==> config.mk <==
export PLATFORM = sky130hd
export DESIGN_NAME = mem_stage
export DESIGN_NICKNAME = d
export VERILOG_FILES = /design/src/rtl/mem_stage.sv
export SDC_FILE = /design/constraint.sdc
export NUM_CORES = 1
export LEC_CHECK = 0
export BUFFER_PORTS_ARGS = -buffer_cell sky130_fd_sc_hd__clkbuf_2
export CORE_AREA = 2 2 114 116
export CTS_CLUSTER_SIZE = 14
export DETAILED_ROUTE_END_ITERATION = 6
export DIE_AREA = 0 0 116 118
export HOLD_SLACK_MARGIN = 0.06
export PLACE_DENSITY = 0.74
export SLEW_MARGIN = 20
export SYNTH_ARGS = -nofsm -noshare
export SYNTH_HDL_FRONTEND = slang
export SYNTH_SLANG_ARGS = --single-unit
==> constraint.sdc <==
create_clock -name clk -period 2.35 [get_ports clk]
set_clock_uncertainty 0.1 [all_clocks]
set_input_delay 0.1175 -clock clk [delete_from_list [all_inputs] [get_ports clk]]
set_output_delay 0.1175 -clock clk [all_outputs]
set_load 0.1 [all_outputs]
==> src/rtl/mem_stage.sv <==
// mem_stage: memory-access pipeline stage between execute and writeback.
// Runs one req/ack transaction per load/store on the data-memory bus. It holds
// the pipeline until the access completes or times out. It then emits one
// registered writeback packet per instruction. Non-memory instructions pass
// through with one cycle of latency.
module mem_stage #(
    parameter int TIMEOUT = 255
) (
    input  logic        clk,
    input  logic        rst_n,
    input  logic        ex_valid,
    input  logic        ex_load_en,
    input  logic        ex_store_en,
    input  logic        ex_write_reg,
    input  logic [4:0]  ex_rd,
    input  logic [31:0] ex_res,
    input  logic [31:0] ex_wdata,
    output logic        stall,
    output logic        mem_req,
    output logic        mem_we,
    output logic [31:0] mem_addr,
    output logic [31:0] mem_wdata,
    input  logic [31:0] mem_rdata,
    input  logic        mem_ack,
    output logic        wb_valid,
    output logic        wb_write_reg,
    output logic [4:0]  wb_rd,
    output logic [31:0] wb_data,
    output logic        mem_err
);

    // Counter only has to reach TIMEOUT-1.
    localparam int CW = (TIMEOUT > 1) ? $clog2(TIMEOUT) : 1;
    localparam logic [CW-1:0] CNT_LAST = CW'(TIMEOUT - 1);

    typedef enum logic {
        ST_IDLE = 1'b0,
        ST_WAIT = 1'b1
    } state_t;

    state_t      state_reg, state_next;
    logic [CW-1:0] cnt_reg, cnt_next;

    // Bus request registers; they also act as the latched address/data.
    logic        mem_req_reg, mem_req_next;
    logic        mem_we_reg, mem_we_next;
    logic [31:0] mem_addr_reg, mem_addr_next;
    logic [31:0] mem_wdata_reg, mem_wdata_next;

    // Instruction context captured on accept, consumed on completion.
    logic [4:0]  lat_rd_reg, lat_rd_next;
    logic        lat_wr_reg, lat_wr_next;
    logic        lat_load_reg, lat_load_next;

    // Writeback packet and error pulse.
    logic        wb_valid_reg, wb_valid_next;
    logic        wb_write_reg_reg, wb_write_reg_next;
    logic [4:0]  wb_rd_reg, wb_rd_next;
    logic [31:0] wb_data_reg, wb_data_next;
    logic        mem_err_reg, mem_err_next;

    logic        stall_comb;
    logic        mem_op;
    logic        misaligned;
    logic        cnt_last;

    assign mem_op     = ex_valid & (ex_load_en | ex_store_en);
    assign misaligned = (ex_res[1:0] != 2'b00);
    assign cnt_last   = (cnt_reg == CNT_LAST);

    // Next-state, bus request, writeback packet and stall decode.
    always_comb begin
        state_next        = state_reg;
        cnt_next          = cnt_reg;
        mem_req_next      = mem_req_reg;
        mem_we_next       = mem_we_reg;
        mem_addr_next     = mem_addr_reg;
        mem_wdata_next    = mem_wdata_reg;
        lat_rd_next       = lat_rd_reg;
        lat_wr_next       = lat_wr_reg;
        lat_load_next     = lat_load_reg;
        wb_valid_next     = 1'b0;
        wb_write_reg_next = wb_write_reg_reg;
        wb_rd_next        = wb_rd_reg;
        wb_data_next      = wb_data_reg;
        mem_err_next      = 1'b0;
        stall_comb        = 1'b0;

        case (state_reg)
            ST_IDLE: begin
                if (ex_valid) begin
                    if (!mem_op) begin
                        // Plain ALU result: straight through to WB.
                        wb_valid_next     = 1'b1;
                        wb_write_reg_next = ex_write_reg;
                        wb_rd_next        = ex_rd;
                        wb_data_next      = ex_res;
                    end else if (misaligned) begin
                        // Rejected without touching the bus; retire with no write.
                        wb_valid_next     = 1'b1;
                        wb_write_reg_next = 1'b0;
                        wb_rd_next        = ex_rd;
                        wb_data_next      = ex_res;
                        mem_err_next      = 1'b1;
                    end else begin
                        // Accept: hold execute so it keeps presenting this op.
                        stall_comb     = 1'b1;
                        mem_req_next   = 1'b1;
                        mem_we_next    = ex_store_en;
                        mem_addr_next  = ex_res;
                        mem_wdata_next = ex_wdata;
                        lat_rd_next    = ex_rd;
                        lat_wr_next    = ex_write_reg;
                        lat_load_next  = ~ex_store_en;
                        cnt_next       = '0;
                        state_next     = ST_WAIT;
                    end
                end
            end

            ST_WAIT: begin
                // Release execute on the ack cycle or on the last timeout cycle.
                stall_comb = ~mem_ack & ~cnt_last;
                if (mem_ack) begin
                    mem_req_next      = 1'b0;
                    state_next        = ST_IDLE;
                    wb_valid_next     = 1'b1;
                    wb_write_reg_next = lat_wr_reg & lat_load_reg;
                    wb_rd_next        = lat_rd_reg;
                    wb_data_next      = lat_load_reg ? mem_rdata : mem_addr_reg;
                end else if (cnt_last) begin
                    // Abandon the access; the instruction retires with an error.
                    mem_req_next      = 1'b0;
                    state_next        = ST_IDLE;
                    wb_valid_next     = 1'b1;
                    wb_write_reg_next = 1'b0;
                    wb_rd_next        = lat_rd_reg;
                    wb_data_next      = mem_addr_reg;
                    mem_err_next      = 1'b1;
                end else begin
                    cnt_next = cnt_reg + 1'b1;
                end
            end

            default: begin
                state_next   = ST_IDLE;
                mem_req_next = 1'b0;
            end
        endcase
    end

    // State, bus and writeback registers with asynchronous clear.
    always_ff @(posedge clk or negedge rst_n) begin
        if (!rst_n) begin
            state_reg        <= ST_IDLE;
            cnt_reg          <= '0;
            mem_req_reg      <= 1'b0;
            mem_we_reg       <= 1'b0;
            mem_addr_reg     <= '0;
            mem_wdata_reg    <= '0;
            lat_rd_reg       <= '0;
            lat_wr_reg       <= 1'b0;
            lat_load_reg     <= 1'b0;
            wb_valid_reg     <= 1'b0;
            wb_write_reg_reg <= 1'b0;
            wb_rd_reg        <= '0;
            wb_data_reg      <= '0;
            mem_err_reg      <= 1'b0;
        end else begin
            state_reg        <= state_next;
            cnt_reg          <= cnt_next;
            mem_req_reg      <= mem_req_next;
            mem_we_reg       <= mem_we_next;
            mem_addr_reg     <= mem_addr_next;
            mem_wdata_reg    <= mem_wdata_next;
            lat_rd_reg       <= lat_rd_next;
            lat_wr_reg       <= lat_wr_next;
            lat_load_reg     <= lat_load_next;
            wb_valid_reg     <= wb_valid_next;
            wb_write_reg_reg <= wb_write_reg_next;
            wb_rd_reg        <= wb_rd_next;
            wb_data_reg      <= wb_data_next;
            mem_err_reg      <= mem_err_next;
        end
    end

    // Stall is forced low while in reset so upstream never freezes on reset.
    assign stall        = stall_comb & rst_n;
    assign mem_req      = mem_req_reg;
    assign mem_we       = mem_we_reg;
    assign mem_addr     = mem_addr_reg;
    assign mem_wdata    = mem_wdata_reg;
    assign wb_valid     = wb_valid_reg;
    assign wb_write_reg = wb_write_reg_reg;
    assign wb_rd        = wb_rd_reg;
    assign wb_data      = wb_data_reg;
    assign mem_err      = mem_err_reg;

endmodule

==> impl_results.md, run 1 <==
- Post-synthesis sequential area ratio: 0.555
- Antenna viol nets, final: 0
- Peak per-stage delay on the critical path: 0.40 ns
- Final hold vios: 0
- Cell internal power dissipation: 5.28 mW
- Final GP Congestion: 0.827
- Longest Clk Path Bufs: 2
- Most numerous cell types in the synthesized netlist: sky130_fd_sc_hd__dfrtp_1 (122), sky130_fd_sc_hd__mux2_2 (103), sky130_fd_sc_hd__nor2_1 (39)
- Sink count of the clock tree: 122
- Number of max-slew violations in the final report: 0
- Leading area contributor after synthesis: sky130_fd_sc_hd__dfrtp_1
- Outcome: finished clean
- Peak supply drop: 0.842 mV
- Starting density of the core: 0.443
- Drt wl/cell: 16.2 microns
- Setup slack of the critical path after layout: 0.102 ns
- Antenna violations before repair: 0
- Final period util: 0.957
- Clock buffers created by TritonCTS: 17
- Maximum number of pins on one net before global-route repair: 123
- Global router's overall resource usage: 0.222
- Cell mode on critical path: sky130_fd_sc_hd__inv_2
- Critical Path Slowest Stage Cell: sky130_fd_sc_hd__dfrtp_1
- Flops & latches, synth: 122
- Synth Warn #: 0
- Critical Path Fanout Max: 6
- Wire length of the first global-routing pass: 23600 microns
- Clock network fraction of design power: 0.253
- First drt pass iteration count: 4
- Number of global-route vias before repair: 4916
- Mapped Cells: ~420
- Number of fill cells in the layout: slightly below 900
- Relative area change from synthesis to final layout: 52.9%
- Overall die area: 13700 sq um
- Proportion of netlist area held by the largest area contributor: 0.555
- EDFF count, synth: 0
- Tmin final: 2.25 ns
- Distinct cell type count of the synthesized netlist: 37
- Switching Share: 0.496
- WS Path Type: reg2out
- Clock transition time at the flip-flop clock pins of the worst setup and hold paths: 0.05 ns
- Largest cells by area after synthesis: sky130_fd_sc_hd__dfrtp_1 (56%), sky130_fd_sc_hd__mux2_2 (21%), sky130_fd_sc_hd__mux2i_1 (6.2%)
- Cell area power density: 1240 nW/um^2
- WP data arrival: 2.03 ns
- Worst-Margin Slew: 0.650 ns
- Post-synthesis instance area: approximately 5500 sq um
- Nature of the critical path startpoint: register
- Vias per std cell: 5.00
- Worst-case headroom to the max-slew limit: 0.567
- Number of buffers added on ports: 214
- Primary FF master, synth: sky130_fd_sc_hd__dfrtp_1
- Post-Synthesis Mean Instance Area: 13.1 sq um
- Setup TNS after final layout: 0 ns
- Cells along the critical path: inv_2, ha_2, nand3_2, o21ba_4, nor2_4, inv_2, and2_1, buf_12
- Worst hold path type: in2reg
- R2R setup slack: 0.25 ns
- Overflow left after global routing: 0
- # nets final: 850
- Width of the die: 116 microns
- Fraction of layout instances using a drive strength above 1: 0.520
- RSZ-0062 raised after global routing: false
- Final-report setup violation count: 0
- Final HPWL from detailed placement: 9250 microns
- Switching power: 5.19 mW
- Clock Tree Root: sky130_fd_sc_hd__clkbuf_16
- Antenna cell count: 0
- Count of standard-cell rows: 41
- Worst slack at placement: roughly 0.28 ns
- Final wirelength: 15000 microns
- Maximum clock rate: roughly 440 MHz
- Leak Pwr: 4.14 nW
- Max-capacitance violation count: 0
- Part of the total power dissipated in sequential elements: 0.276
- Share of async-settable or async-resettable flops after synthesis: 1.00
- Number of primary I/O pins: 215
- Combinational power share: 0.472
- H-tree Lvls: 4
- Post-synthesis net count: 529
- CTS tree: done
- Count of vias placed by the detailed router: approximately 4600
- Type of destination of the critical path: output port
- Number of violations reported at the end of detailed-routing iteration 0: 183
- Data required, critical path: 2.13 ns
- Source-to-sink clock delay at the later pin of the worst-skew pair: 0.41 ns
- Post-detailed-route DRC marker count: 0
- Core Region: 12400 sq um
- Die span in y: about 120 microns
- Most frequent cell after synthesis: sky130_fd_sc_hd__dfrtp_1
routing by layer:
layer / up-vias / global-route usage / wire (microns)
li1: 2134 / - / -
met1: 2281 / 0.242 / 5900
met2: 166 / 0.387 / 7780
met3: 35 / 0.0675 / 917
met4: 0 / 0.104 / 405
met5: - / 0 / 0
path summary, 6_finish.rpt:
kind | from | cells past startpoint | to
worst max-delay path | cnt_reg[0] | 8 | stall
worst min-delay path | mem_rdata[22] | 4 | wb_data[22]
worst max register to register | state_reg | 6 | mem_wdata[0]
worst min register to register | lat_rd_reg[3] | 1 | lat_rd_reg[3]
max in group asynchronous | rst_n | 3 | mem_addr[27]
min in group asynchronous | rst_n | 3 | cnt_reg[3]
power by group through the flow:
stage          clock [mW]  combinational, mW  sequential, mW
2_1_floorplan           0              0.783            6.07
3_3_place_gp            0               4.74            2.88
3_5_place_dp            0               4.79            2.91
4_1_cts              2.71               4.92            2.88
5_1_grt              2.81               5.09            2.94
6_report             2.64               4.94            2.89
cells in the final DEF, fill, tap and decap left out, types with 4 or more instances in the layout:
| cell | count |
|---|---|
| sky130_fd_sc_hd__mux2_4 | 9 |
| sky130_fd_sc_hd__mux2_2 | 103 |
| sky130_fd_sc_hd__buf_4 | 17 |
| sky130_fd_sc_hd__nand2_1 | 6 |
| sky130_fd_sc_hd__a21oi_1 | 35 |
| sky130_fd_sc_hd__clkbuf_16 | 17 |
| sky130_fd_sc_hd__o21ai_0 | 6 |
| sky130_fd_sc_hd__buf_12 | 4 |
| sky130_fd_sc_hd__dfrtp_1 | 120 |
| sky130_fd_sc_hd__clkinv_2 | 4 |
| sky130_fd_sc_hd__inv_1 | 4 |
| sky130_fd_sc_hd__clkbuf_2 | 212 |
| sky130_fd_sc_hd__nor2_1 | 38 |
| sky130_fd_sc_hd__mux2i_1 | 34 |
| sky130_fd_sc_hd__clkinvlp_4 | 4 |
| sky130_fd_sc_hd__dlygate4sd3_1 | 93 |
through the flow:
stage | cells | hold slack [ns] | util | power [mW] | area, sq um
2_1_floorplan | 419 | -0.278 | - | 6.85 | 5500
3_3_place_gp | 791 | 0.183 | 0.547 | 7.62 | 6790
3_5_place_dp | 791 | 0.188 | 0.547 | 7.71 | 6790
4_1_cts | 915 | 0.0640 | 0.671 | 10.5 | 8330
5_1_grt | 924 | 0.0962 | 0.677 | 10.8 | 8410
6_report | 924 | 0.0781 | 0.677 | 10.5 | 8410
layout make-up:
class / instances / area [sq um] / share of cell area
flip-flops and latches: 122 / 3060 / 0.363
multi-input cells: 267 / 2320 / 0.275
repair buffers: 326 / 2200 / 0.262
clock buffers: 19 / 453 / 0.0539
well taps: 172 / 215 / 0.0256
clock inverters: 12 / 149 / 0.0177
inverters: 6 / 22.5 / 0.00268
what timing repair did:
item	4_1_cts	5_1_grt
hold buffers	93	0
resized for setup	3	4
endpoints found under the hold margin	230	0
setup endpoints to repair	1	1
buffers inserted	0	9
pin swaps	0	3
logic make-up (layout without fill, tap and decap cells):
group                    count (synthesis)  after routing  synth area share
AND/OR/NAND/NOR                         65             65            0.0571
multiplexers                           146            146             0.297
AO/OA/AOI/OAI                           54             54            0.0551
adder cells (fa/ha/maj)                  2              2           0.00455
flip-flops                             122            122             0.555
buffers and inverters                   30            363            0.0309
worst max-delay path: cells and delay by family (launching register included):
family	cells	cell delay, ns
flops	1	0.40
compound gates	1	0.27
buf+inv	3	0.33
simple gates	3	0.41
fa+ha+maj	1	0.19
No activity file was read; power rests on OpenSTA's default activity.
==> run 2: changes to the inputs <==
--- a/config.mk
+++ b/config.mk
@@ -5,13 +5,14 @@
 export SDC_FILE = /design/constraint.sdc
 export NUM_CORES = 1
 export LEC_CHECK = 0
+export ABC_AREA = 1
 export BUFFER_PORTS_ARGS = -buffer_cell sky130_fd_sc_hd__clkbuf_2
-export CORE_AREA = 2 2 114 116
+export CORE_AREA = 2 2 116 118
 export CTS_CLUSTER_SIZE = 14
 export DETAILED_ROUTE_END_ITERATION = 6
-export DIE_AREA = 0 0 116 118
+export DIE_AREA = 0 0 118 120
 export HOLD_SLACK_MARGIN = 0.06
-export PLACE_DENSITY = 0.74
+export PLACE_DENSITY = 0.73
 export SLEW_MARGIN = 20
 export SYNTH_ARGS = -nofsm -noshare
 export SYNTH_HDL_FRONTEND = slang
==> constraint.sdc (replaced) <==
create_clock -name clk -period 2.4 [get_ports clk]
set_clock_uncertainty 0.1 [all_clocks]
set_input_delay 0.12 -clock clk [delete_from_list [all_inputs] [get_ports clk]]
set_output_delay 0.12 -clock clk [all_outputs]
set_load 0.1 [all_outputs]
==> impl_results.md, run 2 <==
- Outcome: finished clean (unchanged)
- CTS tree: done (unchanged)
- Worst-case headroom to the max-slew limit: 0.598 (was 0.567)
- Drt wl/cell: 14.2 microns (was 16.2 microns)
- Longest Clk Path Bufs: 2 (unchanged)
- Final HPWL from detailed placement: 10800 microns (was 9250 microns)
- Nature of the critical path startpoint: register (unchanged)
- WP data arrival: 1.97 ns (was 2.03 ns)
- Source-to-sink clock delay at the later pin of the worst-skew pair: 0.42 ns (was 0.41 ns)
- Sequential Area: 3050 sq um (was 3060 sq um)
- Antenna cell count: 0 (unchanged)
- Maximum clock rate: 456 MHz
- Most frequent cell after synthesis: sky130_fd_sc_hd__nand2_1 (was sky130_fd_sc_hd__dfrtp_1)
- Overall power consumption: 9.27 mW (was 10.5 mW)
- Die span in y: 120 microns (was 118 microns)
- EDFF count, synth: 0 (unchanged)
- First drt pass iteration count: 7 (was 4)
- Reg-to-Reg End: wb_data[0] (was mem_wdata[0])
- Setup TNS after final layout: 0 ns (unchanged)
- Combined area of the multi-input logic cells: 2250 sq um (was 2320 sq um)
- Number of cells on the worst reg-to-reg path: 8 (was 6)
- Leak Pwr: 4.72 nW (was 4.14 nW)
- Hold path startpoint: ex_valid (was mem_rdata[22])
- Wire length of the first global-routing pass: 28800 microns (was 23600 microns)
- Data required, critical path: 2.18 ns (was 2.13 ns)
- Final GP Congestion: 0.819 (was 0.827)
- Setup bufs post-CTS: 0 (unchanged)
- Largest cells by area after synthesis: sky130_fd_sc_hd__dfrtp_1 (53%), sky130_fd_sc_hd__nand2_1 (22%), sky130_fd_sc_hd__o21ai_0 (6.6%) (was sky130_fd_sc_hd__dfrtp_1 (56%), sky130_fd_sc_hd__mux2_2 (21%), sky130_fd_sc_hd__mux2i_1 (6.2%))
- Fin area: 8640 sq um (was 8410 sq um)
- Sink count of the clock tree: 122 (unchanged)
- Number of cells on the worst hold path: 5 (was 4)
- Post-Synth Simple-Gate Area: 0.313 (was 0.0571)
- Post-synthesis net count: 861 (was 529)
- Proportion of netlist area held by the largest area contributor: 0.534 (was 0.555)
- R2R setup slack: 0.36 ns (was 0.25 ns)
- Overflow left after global routing: 0 (unchanged)
- Max-capacitance violation count: 0 (unchanged)
- Number of global-route vias before repair: 5869 (was 4916)
- Vias per std cell: 4.81 (was 5.00)
- Relative area change from synthesis to final layout: 51.0% (was 52.9%)
- Critical Path Fanout Max: 10 (was 6)
- Number of buffers added on ports: 214 (unchanged)
- Leading area contributor after synthesis: sky130_fd_sc_hd__dfrtp_1 (unchanged)
- Starting density of the core: 0.441 (was 0.443)
- Post-synthesis instance area: 5720 sq um (was 5500 sq um)
- Fraction of the core area covered by cells at the end of the flow: 0.666 (was 0.677)
- Overall die area: 14200 sq um (was 13700 sq um)
- Primary FF master, synth: sky130_fd_sc_hd__dfrtp_1 (unchanged)
- Worst-Margin Slew: 0.603 ns (was 0.650 ns)
- Leading cell types in the layout, fill and taps excluded: sky130_fd_sc_hd__nand2_1 (338), sky130_fd_sc_hd__clkbuf_2 (212), sky130_fd_sc_hd__dfrtp_1 (121) (was sky130_fd_sc_hd__clkbuf_2 (212), sky130_fd_sc_hd__dfrtp_1 (120), sky130_fd_sc_hd__mux2_2 (103))
- Leading cell type in the layout, fill and taps excluded: sky130_fd_sc_hd__nand2_1 (was sky130_fd_sc_hd__clkbuf_2)
- Flops & latches, synth: 122 (unchanged)
- Area after DPL: 6950 sq um (was 6790 sq um)
- Core Region: 13000 sq um (was 12400 sq um)
- Final wirelength: 17800 microns (was 15000 microns)
- Synth Warn #: 0 (unchanged)
- Width of the die: 118 microns (was 116 microns)
- Combinational family with the most area after synthesis: simple AND/OR/NAND/NOR gates (was multiplexers)
- Clock Tree Root: sky130_fd_sc_hd__clkbuf_16 (unchanged)
- Peak supply drop: 0.759 mV (was 0.842 mV)
- Final period util: 0.915
- Final hold vios: 0 (unchanged)
- Cell area power density: 1070 nW/um^2 (was 1240 nW/um^2)
- RSZ-0062 raised after global routing: false (unchanged)
- Compound-cell area share of the yosys netlist: 0.0744 (was 0.0551)
- Post-synthesis sequential area ratio: 0.534 (was 0.555)
- Count of standard-cell rows: 42 (was 41)
- Cell Count, Final, Fillers Out: 1251 (was 924)
- Post-detailed-route DRC marker count: 0 (unchanged)
- Antenna violations before repair: 0 (unchanged)
- Synthesized-area fraction occupied by adder cells: 0.00437 (was 0.00455)
- Final-report setup violation count: 0 (unchanged)
- Number of cells after detailed placement: 1114 (was 791)
- Fraction of layout instances using a drive strength above 1: 0.260 (was 0.520)
- Clock transition time at the flip-flop clock pins of the worst setup and hold paths: 0.06 ns (was 0.05 ns)
- H-tree Lvls: 4 (unchanged)
- Number of violations reported at the end of detailed-routing iteration 0: 529 (was 183)
- Share of async-settable or async-resettable flops after synthesis: 1.00 (unchanged)
- Mux contribution to synthesized area: 0 (was 0.297)
- Maximum number of pins on one net before global-route repair: 47 (was 123)
- Clock buffers created by TritonCTS: 17 (unchanged)
- Count of vias placed by the detailed router: 6012 (was 4616)
- Tmin final: ~2.2 ns
- Number of fill cells in the layout: 1009 (was 888)
- WS Path Type: reg2out (unchanged)
- Distinct cell type count of the synthesized netlist: 22 (was 37)
- Sink of the worst hold path: state_reg (was wb_data[22])
- # nets final: 1172 (was 850)
- Mapped Cells: 751 (was 419)
- Most numerous cell types in the synthesized netlist: sky130_fd_sc_hd__nand2_1 (338), sky130_fd_sc_hd__dfrtp_1 (122), sky130_fd_sc_hd__o21ai_0 (75) (was sky130_fd_sc_hd__dfrtp_1 (122), sky130_fd_sc_hd__mux2_2 (103), sky130_fd_sc_hd__nor2_1 (39))
- Worst hold path type: in2reg (unchanged)
- Number of primary I/O pins: 215 (unchanged)
- Post-Synthesis Mean Instance Area: 7.62 sq um (was 13.1 sq um)
- Number of max-slew violations in the final report: 0 (unchanged)
- Xor and xnor area share after synthesis: 0 (unchanged)
- Type of destination of the critical path: output port (unchanged)
- Global router's overall resource usage: 0.258 (was 0.222)
- Antenna viol nets, final: 0 (unchanged)
- Worst reg2reg startpoint: lat_load_reg (was state_reg)
==> run 2: kinds of logic (layout without fill, tap and decap cells) <==
family | Yosys count | after routing
AO/OA/AOI/OAI | 83 | 83
flip-flops | 122 | 122
adder cells (fa/ha/maj) | 2 | 2
AND/OR/NAND/NOR | 451 | 451
buffers and inverters | 93 | 417
==> run 2: worst max path at each step <==
stage,start,endpoint,cells after the start
after floorplan,cnt_reg[0],stall,9
after global placement,cnt_reg[0],wb_data[17],11
after detailed placement,cnt_reg[0],wb_data[10],11
after CTS,cnt_reg[0],stall,10
after global routing,cnt_reg[0],stall,10
final,cnt_reg[0],stall,10
==> run 2: report_power, final <==
group / switching (mW) / total (mW) / internal (mW)
registers: 0.230 / 2.65 / 2.42
clock network: 0.924 / 2.71 / 1.79
logic: 3.26 / 3.91 / 0.652
==> run 2: metrics by stage <==
| stage | hold WS (ns) | setup slack (ns) |
|---|---|---|
| after detailed placement | 0.0597 | 0.523 |
| after global placement | 0.0510 | 0.581 |
| after CTS | 0.0808 | 0.135 |
| final | 0.0575 | 0.205 |
| after floorplan | -0.276 | 0.284 |
| after global routing | 0.0962 | 0.0494 |
==> run 2: cell type report <==
| cell class | instances | share of cell area |
|---|---|---|
| Tap cell | 176 | 0.0255 |
| Inverter | 51 | 0.0222 |
| Timing Repair Buffer | 334 | 0.265 |
| Sequential cell | 122 | 0.354 |
| Clock inverter | 11 | 0.0196 |
| Clock buffer | 21 | 0.0533 |
| Multi-Input combinational cell | 536 | 0.261 |
==> run 2: layer usage <==
layer / share of wire / track usage / up-vias
li1: - / - / 2947
met1: 0.44 / 0.324 / 2770
met2: 0.47 / 0.425 / 264
met3: 0.079 / 0.0765 / 31
met4: 0.019 / 0.0889 / 0
met5: 0 / 0 / -
==> run 2: worst max-delay path, stage by stage (launching register included) <==
cell and delay [ns]:
sky130_fd_sc_hd__dfrtp_1 0.39, sky130_fd_sc_hd__inv_1 0.09, sky130_fd_sc_hd__ha_1 0.19, sky130_fd_sc_hd__inv_1 0.05, sky130_fd_sc_hd__nor2_1 0.04, sky130_fd_sc_hd__nand2_1 0.11, sky130_fd_sc_hd__nand2_2 0.10, sky130_fd_sc_hd__nand2_4 0.13
sky130_fd_sc_hd__inv_2 0.11, sky130_fd_sc_hd__nor2_2 0.15, sky130_fd_sc_hd__buf_12 0.19
==> run 2: timing repair <==
item                                   in CTS  in global routing
hold buffers                              105                  0
gates resized for setup                     0                  1
endpoints found under the hold margin     149                  0
setup endpoints to repair                   0                  1
==> run 3: changes to the inputs <==
--- a/config.mk
+++ b/config.mk
@@ -7,12 +7,11 @@
 export LEC_CHECK = 0
 export ABC_AREA = 1
 export BUFFER_PORTS_ARGS = -buffer_cell sky130_fd_sc_hd__clkbuf_2
-export CORE_AREA = 2 2 116 118
+export CORE_AREA = 2 2 131 133
 export CTS_CLUSTER_SIZE = 14
 export DETAILED_ROUTE_END_ITERATION = 6
-export DIE_AREA = 0 0 118 120
+export DIE_AREA = 0 0 133 135
 export HOLD_SLACK_MARGIN = 0.06
-export PLACE_DENSITY = 0.73
 export SLEW_MARGIN = 20
 export SYNTH_ARGS = -nofsm -noshare
 export SYNTH_HDL_FRONTEND = slang
==> impl_results.md, run 3 (synthesis gave the netlist of run 2 again) <==
- Outcome: finished clean (unchanged)
- Drt wl/cell: 13.4 microns (was 14.2 microns)
- Worst-case headroom to the max-slew limit: 0.567 (was 0.598)
- Clock buffers created by TritonCTS: 17 (unchanged)
- CP endpoint: stall (unchanged)
- Longest Clk Path Bufs: 2 (unchanged)
- Count of vias placed by the detailed router: 5889 (was 6012)
- Number of primary I/O pins: 215 (unchanged)
- Leak Pwr: 4.73 nW (was 4.72 nW)
- CP top delay family: simple AND/OR/NAND/NOR gates (unchanged)
- Number of cells on the worst hold path: 5 (unchanged)
- Antenna viol nets, final: 0 (unchanged)
- Cell Count, Final, Fillers Out: 1295 (was 1251)
- Source-to-sink clock delay at the later pin of the worst-skew pair: 0.41 ns (was 0.42 ns)
- Type of destination of the critical path: output port (unchanged)
- Post-detailed-route DRC marker count: 0 (unchanged)
- Vias per std cell: 4.55 (was 4.81)
- Die span in y: 135 microns (was 120 microns)
- Starting density of the core: 0.349 (was 0.441)
- WP data arrival: 1.96 ns (was 1.97 ns)
- Antenna violations before repair: 0 (unchanged)
- First drt pass iteration count: 5 (was 7)
- Critical Path Slowest Stage Cell: sky130_fd_sc_hd__dfrtp_1 (unchanged)
- H-tree Lvls: 4 (unchanged)
- Logic depth of the worst setup path including buffers: 10 (unchanged)
- Reg-to-Reg End: wb_data[1] (was wb_data[0])
- Final-report setup violation count: 0 (unchanged)
- Setup bufs post-CTS: 0 (unchanged)
- Overflow left after global routing: 0 (unchanged)
- R2R setup slack: 0.31 ns (was 0.36 ns)
- Final HPWL from detailed placement: 10900 microns (was 10800 microns)
- Maximum clock rate: 460 MHz (was 456 MHz)
- RSZ-0062 raised after global routing: false (unchanged)
- Cells along the critical path: inv_1, ha_1, inv_1, nor2_1, nand2_1, nand2_2, nand2_4, inv_2, nor2_2, buf_12 (unchanged)
- Final period util: 0.906 (was 0.915)
- Clock Tree Root: sky130_fd_sc_hd__clkbuf_16 (unchanged)
- Leading cell type in the layout, fill and taps excluded: sky130_fd_sc_hd__nand2_1 (unchanged)
- Tmin final: 2.18 ns (was 2.19 ns)
- Number of global-route vias before repair: 5781 (was 5869)
- Overall die area: 18000 sq um (was 14200 sq um)
- Number of buffers added on ports: 214 (unchanged)
- Final hold vios: 0 (unchanged)
- Worst hold path type: in2reg (unchanged)
- Antenna cell count: 0 (unchanged)
- CP startpoint: cnt_reg[0] (unchanged)
- Leading cell types in the layout, fill and taps excluded: sky130_fd_sc_hd__nand2_1 (338), sky130_fd_sc_hd__clkbuf_2 (212), sky130_fd_sc_hd__dfrtp_1 (121) (unchanged)
- Sink count of the clock tree: 122 (unchanged)
- Relative area change from synthesis to final layout: 52.3% (was 51.0%)
- Peak per-stage delay on the critical path: 0.39 ns (about the same)
- Data required, critical path: 2.18 ns (about the same)
- Number of fill cells in the layout: 1494 (was 1009)
- Number of cells after detailed placement: 1157 (was 1114)
- Global router's overall resource usage: 0.201 (was 0.258)
- # nets final: 1172 (unchanged)
- Number of max-slew violations in the final report: 0 (unchanged)
- Core Region: 16400 sq um (was 13000 sq um)
- Critical Path Fanout Max: 10 (unchanged)
- Setup TNS after final layout: 0 ns (unchanged)
- Number of cells on the worst reg-to-reg path: 8 (unchanged)
- Fraction of layout instances using a drive strength above 1: 0.260 (about the same)
- Bufs and invs on worst path: 4 (unchanged)
- Number of violations reported at the end of detailed-routing iteration 0: 278 (was 529)
- Final wirelength: 17400 microns (was 17800 microns)
- WS Path Type: reg2out (unchanged)
- Max-capacitance violation count: 0 (unchanged)
- Width of the die: 133 microns (was 118 microns)
- Maximum number of pins on one net before global-route repair: 123 (was 47)
- Count of standard-cell rows: 47 (was 42)
- Nature of the critical path startpoint: register (unchanged)
- Cell area power density: 1060 nW/um^2 (was 1070 nW/um^2)
- Clock transition time at the flip-flop clock pins of the worst setup and hold paths: 0.06 ns (about the same)
- Wire length of the first global-routing pass: 28700 microns (was 28800 microns)
- Cell mode on critical path: sky130_fd_sc_hd__inv_1 (unchanged)
- Worst-Margin Slew: 0.650 ns (was 0.603 ns)
- Peak supply drop: 0.585 mV (was 0.759 mV)
- Worst reg2reg startpoint: lat_load_reg (unchanged)
- CTS tree: done (unchanged)
- Final GP Congestion: 0.801 (was 0.819)
[run 3: cell count changes in the layout (fill, tap and decap cells not counted), sizes merged]
cell and change:
inv +2, buf -1, bufinv -1, clkbuf -1, dlygate4sd3 +1
[run 3: per-stage QoR]
step           setup slack [ns]  total power, mW   util  cell area (sq um)  hold slack, ns
2_1_floorplan             0.284             5.71      -               5720          -0.276
3_3_place_gp              0.623             6.41  0.427               7010           0.212
3_5_place_dp              0.565             6.44  0.427               7010           0.218
4_1_cts                   0.130             9.31  0.531               8700           0.102
5_1_grt                  0.0618             9.64  0.531               8710           0.107
6_report                  0.225             9.23  0.531               8710          0.0758
[run 3: worst min-delay path: cells and delay by family]
family | cells | cell delay [ns]
AND/OR/NAND/NOR | 3 | 0.26
buffers and inverters | 2 | 0.15
[run 3: report_power, final]
part | switching (mW) | internal, mW | total (mW) | leakage (nW)
Clock | 0.965 | 1.73 | 2.69 | 0.295
Combinational | 3.25 | 0.655 | 3.90 | 2.91
Sequential | 0.218 | 2.42 | 2.64 | 1.52
Total | 4.43 | 4.80 | 9.23 | 4.73
[run 3: cell type report]
cell class	count	area, sq um	area share
well taps	220	275	0.0316
multi-input cells	536	2250	0.259
flip-flops and latches	122	3050	0.351
clock inverters	12	164	0.0188
repair buffers	334	2300	0.265
inverters	51	191	0.0220
clock buffers	20	467	0.0536
[run 3: repair_timing]
action	CTS	global route
hold endpoints to repair	232	0
hold buffers	106	0
gates resized for setup	0	1
setup endpoints to repair	0	1
[run 3: layer usage]
metal	GRT usage	up-vias	wire (microns)
li1	-	2952	-
met1	0.266	2674	7980
met2	0.326	244	7920
met3	0.0503	19	1270
met4	0.0627	0	227
met5	0	-	0
[run 3: how the worst min path moves through the flow]
stage	from	endpoint	slack, ns
final	ex_valid	state_reg	0.08
after global routing	ex_valid	state_reg	0.11
after CTS	ex_valid	state_reg	0.10
after detailed placement	ex_wdata[20]	mem_wdata[20]	0.22
after global placement	ex_wdata[28]	mem_wdata[28]	0.21
after floorplan	rst_n	cnt_reg[0]	-0.28
